**src/rtl/reg_alu_sequencer.sv**
```systemverilog
// rtl/reg_alu_sequencer.sv - four-phase register-file ALU instruction sequencer
module reg_alu_sequencer #(
    parameter int DATA_W = 16,
    parameter int ADDR_W = 4
) (
    input  logic              clk,
    input  logic              rst_n,
    input  logic              instr_valid,
    output logic              instr_ready,
    input  logic [3:0]        instr_op,
    input  logic [ADDR_W-1:0] instr_rd,
    input  logic [ADDR_W-1:0] instr_rs0,
    input  logic [ADDR_W-1:0] instr_rs1,
    output logic              rf_rd_en,
    output logic [ADDR_W-1:0] rf_rd0_addr,
    output logic [ADDR_W-1:0] rf_rd1_addr,
    input  logic [DATA_W-1:0] rf_rd0_data,
    input  logic [DATA_W-1:0] rf_rd1_data,
    output logic              rf_wr_en,
    output logic [ADDR_W-1:0] rf_wr0_addr,
    output logic [DATA_W-1:0] rf_wr0_data,
    output logic              result_valid,
    output logic              op_err,
    output logic              flag_z,
    output logic              flag_c
);

    typedef enum logic [1:0] {
        S_IDLE  = 2'd0,
        S_READ  = 2'd1,
        S_EXEC  = 2'd2,
        S_WRITE = 2'd3
    } state_t;

    localparam logic [3:0] OP_ADD = 4'd0;
    localparam logic [3:0] OP_SUB = 4'd1;
    localparam logic [3:0] OP_AND = 4'd2;
    localparam logic [3:0] OP_OR  = 4'd3;
    localparam logic [3:0] OP_XOR = 4'd4;
    localparam logic [3:0] OP_SHL = 4'd5;
    localparam logic [3:0] OP_SHR = 4'd6;
    localparam logic [3:0] OP_MOV = 4'd7;

    state_t              state_q, state_d;
    logic [3:0]          op_q, op_d;
    logic [ADDR_W-1:0]   rd_q, rd_d;
    logic                rd_en_q, rd_en_d;
    logic [ADDR_W-1:0]   rd0_addr_q, rd0_addr_d;
    logic [ADDR_W-1:0]   rd1_addr_q, rd1_addr_d;
    logic                wr_en_q, wr_en_d;
    logic [ADDR_W-1:0]   wr_addr_q, wr_addr_d;
    logic [DATA_W-1:0]   wr_data_q, wr_data_d;
    logic                carry_q, carry_d;
    logic                res_valid_q, res_valid_d;
    logic                err_q, err_d;
    logic                flag_z_q, flag_z_d;
    logic                flag_c_q, flag_c_d;

    logic [DATA_W:0]     alu_sum;
    logic [DATA_W:0]     alu_diff;
    logic [DATA_W-1:0]   alu_result;
    logic                alu_carry;
    logic                alu_defined;

    // ALU over the operands returned by the register file during EXEC
    always_comb begin
        alu_sum     = {1'b0, rf_rd0_data} + {1'b0, rf_rd1_data};
        alu_diff    = {1'b0, rf_rd0_data} - {1'b0, rf_rd1_data};
        alu_result  = '0;
        alu_carry   = 1'b0;
        alu_defined = 1'b1;
        case (op_q)
            OP_ADD: begin
                alu_result = alu_sum[DATA_W-1:0];
                alu_carry  = alu_sum[DATA_W];
            end
            OP_SUB: begin
                // the borrow out of the extended subtraction is exactly A<B
                alu_result = alu_diff[DATA_W-1:0];
                alu_carry  = alu_diff[DATA_W];
            end
            OP_AND:  alu_result = rf_rd0_data & rf_rd1_data;
            OP_OR:   alu_result = rf_rd0_data | rf_rd1_data;
            OP_XOR:  alu_result = rf_rd0_data ^ rf_rd1_data;
            OP_SHL:  alu_result = rf_rd0_data << rf_rd1_data[3:0];
            OP_SHR:  alu_result = rf_rd0_data >> rf_rd1_data[3:0];
            OP_MOV:  alu_result = rf_rd0_data;
            default: alu_defined = 1'b0;
        endcase
    end

    // next-state and next-output computation; outputs are registered so they line up with the state
    always_comb begin
        state_d     = state_q;
        op_d        = op_q;
        rd_d        = rd_q;
        rd_en_d     = 1'b0;
        rd0_addr_d  = rd0_addr_q;
        rd1_addr_d  = rd1_addr_q;
        wr_en_d     = 1'b0;
        wr_addr_d   = wr_addr_q;
        wr_data_d   = wr_data_q;
        carry_d     = carry_q;
        res_valid_d = 1'b0;
        err_d       = 1'b0;
        flag_z_d    = flag_z_q;
        flag_c_d    = flag_c_q;
        case (state_q)
            S_IDLE: begin
                if (instr_valid) begin
                    op_d       = instr_op;
                    rd_d       = instr_rd;
                    rd0_addr_d = instr_rs0;
                    rd1_addr_d = instr_rs1;
                    rd_en_d    = 1'b1;
                    state_d    = S_READ;
                end
            end
            S_READ: begin
                state_d = S_EXEC;
            end
            S_EXEC: begin
                state_d = S_WRITE;
                if (alu_defined) begin
                    wr_en_d     = 1'b1;
                    res_valid_d = 1'b1;
                    wr_addr_d   = rd_q;
                    wr_data_d   = alu_result;
                    carry_d     = alu_carry;
                end else begin
                    err_d = 1'b1;
                end
            end
            S_WRITE: begin
                state_d = S_IDLE;
                // flags commit at the end of the write cycle, only for a real write
                if (wr_en_q) begin
                    flag_z_d = (wr_data_q == '0);
                    flag_c_d = carry_q;
                end
            end
            default: state_d = S_IDLE;
        endcase
    end

    // single state/output register bank, cleared asynchronously by reset
    always_ff @(posedge clk or negedge rst_n) begin
        if (!rst_n) begin
            state_q     <= S_IDLE;
            op_q        <= '0;
            rd_q        <= '0;
            rd_en_q     <= 1'b0;
            rd0_addr_q  <= '0;
            rd1_addr_q  <= '0;
            wr_en_q     <= 1'b0;
            wr_addr_q   <= '0;
            wr_data_q   <= '0;
            carry_q     <= 1'b0;
            res_valid_q <= 1'b0;
            err_q       <= 1'b0;
            flag_z_q    <= 1'b0;
            flag_c_q    <= 1'b0;
        end else begin
            state_q     <= state_d;
            op_q        <= op_d;
            rd_q        <= rd_d;
            rd_en_q     <= rd_en_d;
            rd0_addr_q  <= rd0_addr_d;
            rd1_addr_q  <= rd1_addr_d;
            wr_en_q     <= wr_en_d;
            wr_addr_q   <= wr_addr_d;
            wr_data_q   <= wr_data_d;
            carry_q     <= carry_d;
            res_valid_q <= res_valid_d;
            err_q       <= err_d;
            flag_z_q    <= flag_z_d;
            flag_c_q    <= flag_c_d;
        end
    end

    // ready is gated by rst_n so it is low during reset and high right after release
    assign instr_ready  = rst_n & (state_q == S_IDLE);
    assign rf_rd_en     = rd_en_q;
    assign rf_rd0_addr  = rd0_addr_q;
    assign rf_rd1_addr  = rd1_addr_q;
    assign rf_wr_en     = wr_en_q;
    assign rf_wr0_addr  = wr_addr_q;
    assign rf_wr0_data  = wr_data_q;
    assign result_valid = res_valid_q;
    assign op_err       = err_q;
    assign flag_z       = flag_z_q;
    assign flag_c       = flag_c_q;

endmodule

```
**config.mk**
```make
export PLATFORM = sky130hd
export DESIGN_NAME = reg_alu_sequencer
export DESIGN_NICKNAME = d
export VERILOG_FILES = /design/src/rtl/reg_alu_sequencer.sv
export SDC_FILE = /design/constraint.sdc
export NUM_CORES = 1
export LEC_CHECK = 0
export BUFFER_PORTS_ARGS = -buffer_cell sky130_fd_sc_hd__buf_2
export CAP_MARGIN = 40
export CORE_ASPECT_RATIO = 0.75
export CORE_MARGIN = 1
export CORE_UTILIZATION = 45
export CTS_BUF_LIST = sky130_fd_sc_hd__clkbuf_8
export CTS_CLUSTER_SIZE = 25
export DETAILED_ROUTE_END_ITERATION = 8
export PLACE_DENSITY_LB_ADDON = 0.15
export SYNTH_ARGS = -nofsm -noshare
export SYNTH_HDL_FRONTEND = slang
export SYNTH_SLANG_ARGS = --single-unit
```
**constraint.sdc**
```tcl
create_clock -name clk -period 2.35 [get_ports clk]
set_clock_uncertainty 0.1 [all_clocks]
set_input_delay 0.235 -clock clk [delete_from_list [all_inputs] [get_ports clk]]
set_output_delay 0.235 -clock clk [all_outputs]
set_load 0.005 [all_outputs]
```
# Yosys cells after proc, flatten, opt, wreduce, memory -nomap -nowiden
# Cells that the tools add are included.
# op_classes
shift	2
eq_ne	11
muxes	11
bitwise_logic	4
n_reduce_logical	7
add_sub_neg	2
# op_table
op	n
$pmux W16 S8	1
$add A16 B16 Y17	1
$sub A16 B16 Y17	1
$and A16 B16 Y16	1
$eq A4 B3 Y1 const B	4
$logic_not A16 Y1	1
$or A16 B16 Y16	1
$shl A16 B4 Y16	1
$shr A16 B4 Y16	1
$xor A16 B16 Y16	1
$eq A4 B2 Y1 const B	2
$pmux W2 S4	1
$reduce_or A8 Y1	1
$mux W1	7
$reduce_and A2 Y1	3
$eq A2 B2 Y1 const B	2
$eq A4 B1 Y1 const B	1
$logic_not A4 Y1	1
$eq A2 B1 Y1 const B	1
$logic_not A2 Y1	1
$mux W2	1
$ne A2 B2 Y1 const B	1
$pmux W1 S2	1
$and A1 B1 Y1	1
# totals
elab_cells	50
in_bits	51
regBits	44
output_inout_bits	35

# Longest topological paths before layout
# Gate-level depths: netlist of the first run.
# depth
word_depth	5
ltp_mapped	13
mapped_depth_nobuf	12

# Least setup slack after synthesis of the first run
# Ideal clock, no wire load.
# synth_path
path_kind	input to register
start	in rf_rd1_data[2]
end	reg wr_data_q[12] (netlist: rf_wr0_data[12])
required_time_ns	2.168
n_path_buf	3
setup_ns	0.082
setup_slack_ns	-0.334
t_arrival_ns	2.502
path_stages	13
cell_sequence	clkbuf_1 > inv_1 > clkbuf_1 > ha_1 > buf_6 > nor2b_2 > o21a_1 > o31ai_2 > a21oi_1 > o41ai_4 > a221o_1 > nand2_1 > a31oi_1
# synth_between
elab_chain_len	2
word_cells_on_any_way	5
cone_classes	add/sub (2); shift (2); mux (1)
# synth_rtl
item	line_no	text
start, declared	18	input logic [DATA_W-1:0] rf_rd1_data,
$sub A16 B16 Y17, or another cell as far along	68	alu_diff = {1'b0, rf_rd0_data} - {1'b0, rf_rd1_data};
$pmux W16 S8 (*)	72	case (op_q)
end signal, assigned	172	wr_data_q <= wr_data_d;
end, declared	52	logic [DATA_W-1:0] wr_data_q, wr_data_d;
# Every way passes the cells marked *; elsewhere a longest branch is shown, timed or not.
# A chain may end at the register's enable or synchronous reset.

# Worst setup path in the final report of the first run
# layout_path
start	reg op_q[1]
end	reg wr_data_q[14] (netlist: rf_wr0_data[14])
# layout_between
elab_chain_len	4
word_cells_on_any_way	12
cone_classes	eq/ne (7); mux (2); reduce/logical (3)
# layout_rtl
item	line_no	text
start, declared	45	logic [3:0] op_q, op_d;
start signal, assigned	165	op_q <= op_d;
$eq A4 B3 Y1, or another cell as far along	72	
$reduce_or A8 Y1 (no source line)	--	
$mux W1	72	
$reduce_and A2 Y1 (no source line)	--	
# Several ways; a longest one is shown, not always the timed one.

==> impl_results.md, run 1 <==
* Worst-path clk slew at 0.09 ns
* Maximum vdd drop at around 0.40 mV
* CTS tree: yes
* IO buf count at between 80 and 90
* Fill count at about 1,000
* Post-synth EDFFs at 0
* Hold Path Cell Cnt at 3
* Initial antenna violation count at 1
* Crit path max-delay family: compound AO/OA/AOI/OAI gates
* DP Wirelength at 18,590 um
* R2R Path End: rf_wr0_data[14]
* Core region area at about 0.012 mm2
* Hold Crit Class: in2reg
* Outcome: completed
* Routed len/inst at between 20 and 25 um
* Num CTS Buffers at 5
* Post-synthesis sequential area ratio at 20.15%
* Final setup TNS at 0 ns
* Tot GR Track Use at a little under two fifths
* Max Fanout on Critical Path at 6
* Worst EP required at 2.44 ns
* Crit path DAT at ~2.4 ns
* Ratio of final minimum period to clock period at 100.0%
* Ports at 86
* GRT Residual Overflow at 0
* Sw Share at between 40% and 50%
* Main synth FF type: dfrtp_1
* Power, Total at 0.006207 W
* Routed Antenna Nets at 0
* GPL Wtd Cong at approximately 0.98
* Final Hold Vio Count at 0
* Synthesized area per cell at ~7.8 um2
* Height of the chip at between 90 and 100 um
* Top post-synthesis cells by area: dfrtp_1, ha_1, a21oi_1
* R2R Path Start: op_q[1]
* Vias in the first global route at 6,207
* Clk_lat worst skew at slightly above 0.3 ns
* R2R cell count at 9
* Min Tclk post-route at roughly 2.3 ns
* Sequential Power Share at 23.3%
* End of the worst hold path: op_q[0]
* DR iter-0 viols at a little under 800
* Crit-path slowest cell: dfrtp_1
* Ys async rst share at between 90% and 100%
* Die width at ~130 um
* Syn_nets at 810
* Share of layout cells above drive strength 1 at approximately 37%
* Critical path launch point type: flip-flop
* CP Class: reg2reg
* Psw at roughly 0.0028 W
* DRT Pass-1 Iters at 5
* Clock sink count at 44
* Comb pwr share at around 65%
* Setup violators final at 0
* Hold Slack at ~0.026 ns
* Fmax at 425.5 MHz
* Synthesis Warnings at 0
* Initial core utilization at between 40% and 50%
* Root Buffer: clkbuf_8
* Via count at around 6,400
* Clock buffer depth at 2
* Global-route wire length before repair at around 36,000 um
* Int Power at between 0.003 and 0.004 W
* RSZ-0062 raised after global routing: true
* P_leak at 3.540 nW
* Clk pwr share at between 10% and 20%
* WL final at about 23,000 um
* P&R area growth vs syn at 36.41%
* Slew headroom at between 40% and 50%
* Critical path depth at 9
* Max-cap viol count at 0
* Leading area contributor after synthesis: dfrtp_1
* CP Capture Type: flip-flop
* Worst path cell trace: buf_4 > and3_1 > a22oi_2 > o211ai_1 > a221oi_2 > buf_4 > nand3_1 > a31oi_1 > a211oi_2
* Reg-to-reg setup timing slack at between 0.000015 and 0.00002 ns
* Cell Area, Synth at 0.005464 mm2
* Site row count at 34
* Total die area at ~0.013 mm2
* H-tree depth at 2
* Yosys cell types at 75
* Final nets at between 1,000 and 1,500
* Share of the synthesized area in the top cell type at about 20%
* Pin count of the biggest net entering global routing at between 40 and 50
* Critical Path Max Stage Delay at 0.49 ns
* Most frequent CP cell: buf_4
* Hold path start: instr_op[0]
* Vias per cell at about 5.9
* Synthesized netlist cell count at between 700 and 800
* Worst Setup SP: op_q[1]
* Remaining DRCs at 0
* Slew Viols, Final at 0
* Flops & latches, synth at 44
* Cell Pwr Density at between 800 and 900 mW/mm2
* Crit path buf inv count at 2
* Worst-margin pin slew at approximately 0.78 ns
* # diodes at 0
-- state kept, by name, indices dropped and copies added (netlist names) --
signal        flops
rf_wr0_data      16
op_q              4
rd_q              4
rf_rd0_addr       4
rf_rd1_addr       4
rf_wr0_addr       4
state_q           2
carry_q           1
flag_c            1
flag_z            1
op_err            1
result_valid      1
rf_rd_en          1
-- cells in the mapped netlist, drive strengths merged (6+ instances only) --
cell / number
a2111oi: 6
a211oi: 14
a21o: 7
a21oi: 60
a22oi: 12
a31oi: 14
and3: 6
buf: 26
clkbuf: 22
dfrtp: 44
ha: 56
inv: 52
mux2: 17
mux2i: 17
nand2: 53
nand2b: 11
nand3: 17
nor2: 75
nor2b: 8
nor3: 21
o211ai: 8
o21ai: 49
o221ai: 7
o22ai: 8
o31ai: 9
xnor2: 8
-- power groups by stage --
| stage | Clock (W) | Sequential (W) | Combinational [W] |
|---|---|---|---|
| finish | 0.000710 | 0.00145 | 0.00405 |
| global route | 0.000748 | 0.00149 | 0.00435 |
| CTS | 0.000709 | 0.00144 | 0.00383 |
| detailed placement | 0 | 0.00145 | 0.00379 |
| global placement | 0 | 0.00143 | 0.00374 |
| floorplan | 0 | 0.00137 | 0.00200 |
-- per-stage QoR --
stage	utilization (%)	worst slack (ns)	instances	instance area, um2
5_1_grt	63.71	-0.09969	1076	7453
6_report	63.71	0.00001754	1076	7453
3_3_place_gp	60.57	-0.3586	1065	7086
2_1_floorplan	-	-0.06462	701	5517
3_5_place_dp	60.57	-0.4514	1065	7086
4_1_cts	62.40	0.004580	1074	7300
-- cell type report --
| type | count | area (um2) | area share [%] |
|---|---|---|---|
| Clock buffer | 5 | 68.82 | 0.9233 |
| Sequential cell | 44 | 1102 | 14.79 |
| Multi-Input combinational cell | 557 | 4090 | 54.88 |
| Tap cell | 162 | 202.7 | 2.719 |
| Inverter | 52 | 203.9 | 2.736 |
| Timing Repair Buffer | 254 | 1725 | 23.15 |
| Clock inverter | 2 | 60.06 | 0.8058 |
-- worst max-delay path by stage --
stage                            to  slack (ns)
floorplan           rf_wr0_data[12]       -0.06
global placement    rf_wr0_data[11]       -0.36
detailed placement  rf_wr0_data[11]       -0.45
CTS                 rf_wr0_data[12]       0.005
global route        rf_wr0_data[14]        -0.1
finish              rf_wr0_data[14]     0.00002
-- layer usage --
metal | global-route usage [%] | share of wire [%] | vias up
li1 | - | - | 2972
met1 | 56.06 | 46 | 3060
met2 | 53.43 | 42 | 327
met3 | 9.637 | 9.8 | 42
met4 | 8.326 | 2.3 | 0
met5 | 0 | 0 | -
-- placed cells by master (no fill, tap or decap), types with 8 or more instances in the layout --
| master | n |
|---|---|
| a22oi_1 | 11 |
| o211ai_1 | 8 |
| dfrtp_1 | 43 |
| a31oi_1 | 13 |
| inv_1 | 46 |
| o21ai_0 | 45 |
| mux2i_1 | 17 |
| nand2_1 | 52 |
| ha_1 | 53 |
| nor2_1 | 73 |
| o22ai_1 | 8 |
| a21oi_1 | 57 |
| a211oi_1 | 10 |
| nand3_1 | 17 |
| nand2b_1 | 10 |
| buf_2 | 83 |
| nor3_1 | 17 |
| mux2_2 | 17 |
| buf_4 | 167 |
-- cells by family after synthesis --
kind of cell	Yosys count	share of synthesized area (%)
AND/OR/NAND/NOR	216	18.50
multiplexers	39	8.679
flip-flops	44	20.15
adder cells (fa/ha/maj)	58	13.56
buffers and inverters	100	8.724
AO/OA/AOI/OAI	231	28.30
XOR/XNOR	13	2.084
-- worst register-to-register path: cells and delay by family (launching register included) --
kind / cells / cell delay, ns
AO/OA/AOI/OAI: 5 / 0.96
flip-flops: 1 / 0.49
AND/OR/NAND/NOR: 2 / 0.33
buffers and inverters: 2 / 0.36
-- what timing repair did --
| item | in CTS | in global routing |
|---|---|---|
| setup buffers | 1 | 2 |
| hold buffers | 1 | 0 |
| pin swaps | 8 | 13 |
| resized for setup | 12 | 34 |
| setup endpoints to repair | 7 | 13 |
| endpoints found under the hold margin | 44 | 0 |
Note: power is estimated with default switching activity, not from simulation.
==> run 2, diff against run 1 <==
--- a/config.mk
+++ b/config.mk
@@ -5,7 +5,7 @@
 export SDC_FILE = /design/constraint.sdc
 export NUM_CORES = 1
 export LEC_CHECK = 0
-export BUFFER_PORTS_ARGS = -buffer_cell sky130_fd_sc_hd__buf_2
+export BUFFER_PORTS_ARGS = -buffer_cell sky130_fd_sc_hd__buf_4
 export CAP_MARGIN = 40
 export CORE_ASPECT_RATIO = 0.75
 export CORE_MARGIN = 1
==> impl_results.md, run 2 (same netlist as run 1, synthesis figures left out) <==
* Outcome: completed
* Crit path max-delay family: compound AO/OA/AOI/OAI gates
* Most frequent cells in the layout: buf_4, nor2_1, a21oi_1, ha_1, nand2_1
* DP Wirelength at ~19,000 um
* WL final at between 20,000 and 25,000 um
* GRT met3 Usage at under 10%
* Remaining DRCs at 0
* Final Hold Vio Count at 0
* Multi-input gate area at roughly 0.0041 mm2
* R2R Path End: rf_wr0_data[8]
* RSZ-0062 raised after global routing: true
* DRT Pass-1 Iters at 5
* Slew headroom at between 30% and 40%
* GPL Wtd Cong at between 0.9 and 1
* Grt peak-use layer: met1
* # diodes at 0
* R2R Path Start: op_q[2]
* Site row count at 34
* Met2 usage at a little over half
* Clock sink count at between 40 and 50
* Largest register FFs at 16
* Height of the chip at about 97 um
* Initial core utilization at between 40% and 50%
* Fill count at roughly 1,100
* Fmax at ~430 MHz
* Clk_lat worst skew at between 0.3 and 0.4 ns
* Share of layout cells above drive strength 1 at between 30% and 40%
* Routing usage on met1 at 56.70%
* Initial antenna violation count at 0
* Final setup TNS at 0 ns
* FF+latch area at between 0.001 and 0.0015 mm2
* Cell Pwr Density at between 800 and 900 mW/mm2
* Via count at 6,452
* Final WS setup at between 0.0009 and 0.001 ns
* Total die area at approximately 0.013 mm2
* Crit path DAT at ~2.5 ns
* CTS tree: yes
* Tot GR Track Use at 37.15%
* Worst slack, placed at -0.3932 ns
* Worst-margin pin slew at 0.9530 ns
* Crit-path slowest cell: a2111oi_2
* Most frequent CP cell: buf_4
* Global-route wire length before repair at 35,200 um
* Final Util at between 60% and 70%
* Clock buffer depth at 2
* Worst EP required at 2.45 ns
* Maximum vdd drop at 0.4227 mV
* Vias in the first global route at between 6,000 and 7,000
* H-tree depth at 2
* Max-cap viol count at 0
* Die width at 129.2 um
* R2R cell count at 10
* Num CTS Buffers at 5
* P&R area growth vs syn at 37.58%
* Worst Setup SP: op_q[2]
* IO buf count at 85
* DR iter-0 viols at about 760
* Hold Crit Class: in2reg
* Commonest non-fill, non-tap cell in the layout: buf_4
* Worst path cell trace: and2_1 > and3_1 > nand3_1 > o21ai_1 > a2111oi_2 > buf_4 > o221ai_1 > buf_4 > a21oi_4 > nor2_1
* CP Class: reg2reg
* Crit path buf inv count at 2
* Slew Viols, Final at 0
* Ratio of final minimum period to clock period at 99.96%
* Reg-to-reg setup timing slack at 0.0009 ns
* Root Buffer: clkbuf_8
* Hold path start: instr_op[0]
* Critical Path Max Stage Delay at roughly 0.45 ns
* Max Fanout on Critical Path at 2
* Setup violators final at 0
* Vias per cell at roughly 6.1
* GRT Residual Overflow at 0
* End of the worst hold path: op_q[0]
* Final nets at between 1,000 and 1,500
* Routed len/inst at ~22 um
* Critical path launch point type: flip-flop
* Ports at 86
* Worst-path clk slew at 0.08 ns
* Routed Antenna Nets at 0
* Pin count of the biggest net entering global routing at 45
* Min Tclk post-route at between 2 and 2.5 ns
* CP Capture Type: flip-flop
* Core region area at between 0.01 and 0.015 mm2
* Hold Path Cell Cnt at 3
* P_leak at roughly 3.5 nW
==> run 2: changes by cell type in the layout (fill, tap and decap cells not counted), moves of 3 or more <==
cell	delta
a21oi_1	-3
buf_2	-83
o21ai_1	+5
o21ai_0	-4
buf_4	+69
==> run 2: worst max path at each step <==
| stage | end | slack [ns] | depth (start not counted) |
|---|---|---|---|
| after global placement | rf_wr0_data[11] | -0.33 | 11 |
| after global routing | rf_wr0_data[14] | -0.09 | 11 |
| after floorplan | rf_wr0_data[12] | -0.06 | 11 |
| after detailed placement | rf_wr0_data[11] | -0.39 | 11 |
| after CTS | rf_wr0_data[5] | -0.005 | 9 |
| final | rf_wr0_data[8] | 0.0009 | 10 |
==> run 2: through the flow <==
step	hold WS [ns]	instance area (um2)	instances	total power (W)
after global placement	0.2461	7178	1049	0.005276
after detailed placement	0.2642	7178	1049	0.005327
after floorplan	-0.1606	5517	701	0.003366
final	0.02783	7517	1064	0.006260
after global routing	0.03895	7517	1064	0.006610
after CTS	0.02153	7376	1061	0.005998
==> run 2: repair_timing <==
| item | in CTS | in global routing |
|---|---|---|
| endpoints found under the hold margin | 44 | 0 |
| pin swaps | 8 | 6 |
| gates cloned | 0 | 0 |
| endpoints found under the setup margin | 12 | 15 |
| gates resized for setup | 17 | 28 |
| hold buffers | 1 | 0 |
| setup buffers | 3 | 3 |
==> run 2: tightest hold or removal path, cell delays in order <==
cell     delay, ns
buf_4         0.08
nand2_1       0.03
o21ai_0       0.06
==> run 2: per-layer routing <==
metal | vias up | share of wire, %
li1 | 2943 | -
met1 | 3122 | 45
met2 | 359 | 42
met3 | 28 | 11
met4 | 0 | 1.6
met5 | - | 0
==> run 2: power by group <==
group,switching (W),internal (W)
Combinational,0.00224,0.00197
Sequential,0.000305,0.00113
Clock,0.000291,0.000312
Total,0.00284,0.00342
==> run 2: layout make-up <==
type                    count  area share, %
clock buffers               5         0.9154
well taps                 162          2.696
multi-input cells         557          54.11
flip-flops and latches     44          14.66
inverters                  52          2.680
repair buffers            241          24.42
clock inverters             3         0.5160
==> run 3, diff against run 2 <==
--- a/config.mk
+++ b/config.mk
@@ -6,7 +6,6 @@
 export NUM_CORES = 1
 export LEC_CHECK = 0
 export BUFFER_PORTS_ARGS = -buffer_cell sky130_fd_sc_hd__buf_4
-export CAP_MARGIN = 40
 export CORE_ASPECT_RATIO = 0.75
 export CORE_MARGIN = 1
 export CORE_UTILIZATION = 45
@@ -17,3 +16,4 @@
 export SYNTH_ARGS = -nofsm -noshare
 export SYNTH_HDL_FRONTEND = slang
 export SYNTH_SLANG_ARGS = --single-unit
+export TNS_END_PERCENT = 10
==> constraint.sdc (replaced) <==
create_clock -name clk -period 2.8 [get_ports clk]
set_clock_uncertainty 0.1 [all_clocks]
set_input_delay 0.28 -clock clk [delete_from_list [all_inputs] [get_ports clk]]
set_output_delay 0.28 -clock clk [all_outputs]
set_load 0.005 [all_outputs]
==> impl_results.md, run 3 (same netlist as run 1, synthesis figures left out) <==
* Hold path start: instr_op[1]
* Final Util at around 57%
* R2R Path Start: op_q[0]
* Num CTS Buffers at 5
* Hold Crit Class: in2reg
* CP Class: in2reg
* H-tree depth at 2
* Vias in the first global route at 5,821
* Reg-to-reg setup timing slack at approximately 0.2 ns
* Fill count at around 1,100
* Worst-path clk slew at 0.09 ns
* Worst slack, placed at -0.1344 ns
* Crit path DAT at between 2 and 3 ns
* Multi-input gate area at around 0.0039 mm2
* Min Tclk post-route at 2.644 ns
* End of the worst hold path: op_q[1]
* Setup violators final at 0
* Clk_lat worst skew at ~0.30 ns
* Maximum vdd drop at a little under 0.4 mV
* P_leak at between 3 and 4 nW
* Slew Viols, Final at 0
* Ratio of final minimum period to clock period at a little over nine tenths
* Worst EP required at 2.84 ns
* Finished Layout Cells at a little under 1,000
* Cell Pwr Density at 707.4 mW/mm2
* Fmax at between 300 and 400 MHz
* Routed len/inst at approximately 22 um
* Routed Antenna Nets at 0
* FF+latch area at 0.001101 mm2
* # diodes at 0
* Worst-margin pin slew at 1.035 ns
* Final nets at 930
* Via count at slightly above 6,000
* Core region area at between 0.01 and 0.015 mm2
* Power, Total at between 0.004 and 0.005 W
* Crit-path slowest cell: fa_1
* Psw at between 0.002 and 0.0025 W
* CTS tree: yes
* Initial core utilization at roughly 47%
* GRT Residual Overflow at 0
* Commonest non-fill, non-tap cell in the layout: buf_4
* P&R area growth vs syn at 22.42%
* RSZ-0062 raised after global routing: false
* Height of the chip at ~97 um
* Clk pwr share at between 8 and 9%
* Sw Share at 47.03%
* Worst path cell trace: buf_4 > buf_4 > ha_1 > inv_1 > fa_1 > nor2b_1 > o2111ai_1 > buf_4 > nand2_1 > nand2_1 > o31ai_1 > o221ai_1 > nand2_1 > a31oi_1
* Pin count of the biggest net entering global routing at 46
* DR iter-0 viols at approximately 750
* Comb pwr share at roughly 66%
* DRT Pass-1 Iters at 5
* Root Buffer: clkbuf_8
* Initial antenna violation count at 0
* Critical path launch point type: input port
* IO buf count at 85
* DP Wirelength at between 15,000 and 20,000 um
* Total die area at about 0.013 mm2
* Outcome: completed
* Final Hold Vio Count at 0
* Hold Path Cell Cnt at 3
* Remaining DRCs at 0
* Clock sink count at 44
* Site row count at 34
* Share of layout cells above drive strength 1 at 25.30%
* GPL Wtd Cong at between 1 and 1.5
* Hold Slack at between 0.09 and 0.1 ns
* Critical Path Max Stage Delay at 0.39 ns
* Vias per cell at 6.282
* R2R Path End: rf_wr0_data[5]
* Clock buffer depth at 2
* Placed cell count at 975
* CP Capture Type: flip-flop
* Final WS setup at roughly 0.16 ns
* WL final at ~21,000 um
* Largest register FFs at 16
* Die width at 129.2 um
* Sequential Power Share at 25.8%
* Most frequent cells in the layout: buf_4, nor2_1, a21oi_1
* Max-cap viol count at 0
* Slew headroom at a little under a third
* Postcts setup bufs at 0
* R2R cell count at 9
* Global-route wire length before repair at 33,060 um
* Int Power at between 0.002 and 0.003 W
* Ports at 86
* Tot GR Track Use at between 30% and 40%
* Max Fanout on Critical Path at 3
==> run 3: cell type report <==
type / instances / area share [%]
clock buffers: 5 / 1.029
clock inverters: 3 / 0.2806
inverters: 52 / 2.918
multi-input cells: 557 / 58.17
flip-flops and latches: 44 / 16.46
well taps: 162 / 3.030
repair buffers: 161 / 18.11
==> run 3: power groups by stage <==
stage,Combinational (W),Sequential [W],Clock (W)
after floorplan,0.00167,0.00115,0
after global placement,0.00298,0.00121,0
after detailed placement,0.00301,0.00122,0
after CTS,0.00303,0.00121,0.000421
after global routing,0.00332,0.00126,0.000449
final,0.00310,0.00122,0.000411
==> run 3: worst max-delay path, delay by kind of cell <==
family | cells | cell delay (ns)
simple gates | 4 | 0.50
fa+ha+maj | 2 | 0.56
buf+inv | 4 | 0.46
compound gates | 4 | 0.88
==> run 3: metrics by stage <==
stage          area, um2   TNS, ns
5_1_grt             6689         0
3_5_place_dp        6586   -0.5488
6_report            6689         0
2_1_floorplan       5464         0
4_1_cts             6684         0
3_3_place_gp        6586  -0.07791
==> run 3: metal layers <==
layer  track usage [%]  vias to the layer above  routed length, um
met5                 0                        -                  0
li1                  -                     2785                  -
met4             8.054                        0                481
met2             49.42                      369               8830
met3             5.727                       41               2215
met1             53.12                     2986               9726
==> run 3: how the worst max path moves through the flow <==
stage,depth (start not counted),from,end
after floorplan,13,rf_rd1_data[2],rf_wr0_data[12]
after global placement,13,rf_rd0_data[0],rf_wr0_data[12]
after detailed placement,13,rf_rd0_data[0],carry_q
after CTS,13,rf_rd0_data[0],carry_q
after global routing,11,state_q[0],rf_wr0_data[14]
final,14,rf_rd0_data[0],rf_wr0_data[12]
==> run 3: what timing repair did <==
| action | in CTS | in global routing |
|---|---|---|
| hold endpoints to repair | 44 | 0 |
| hold buffers | 1 | 0 |
| gates resized for setup | 0 | 1 |
| endpoints found under the setup margin | 0 | 3 |
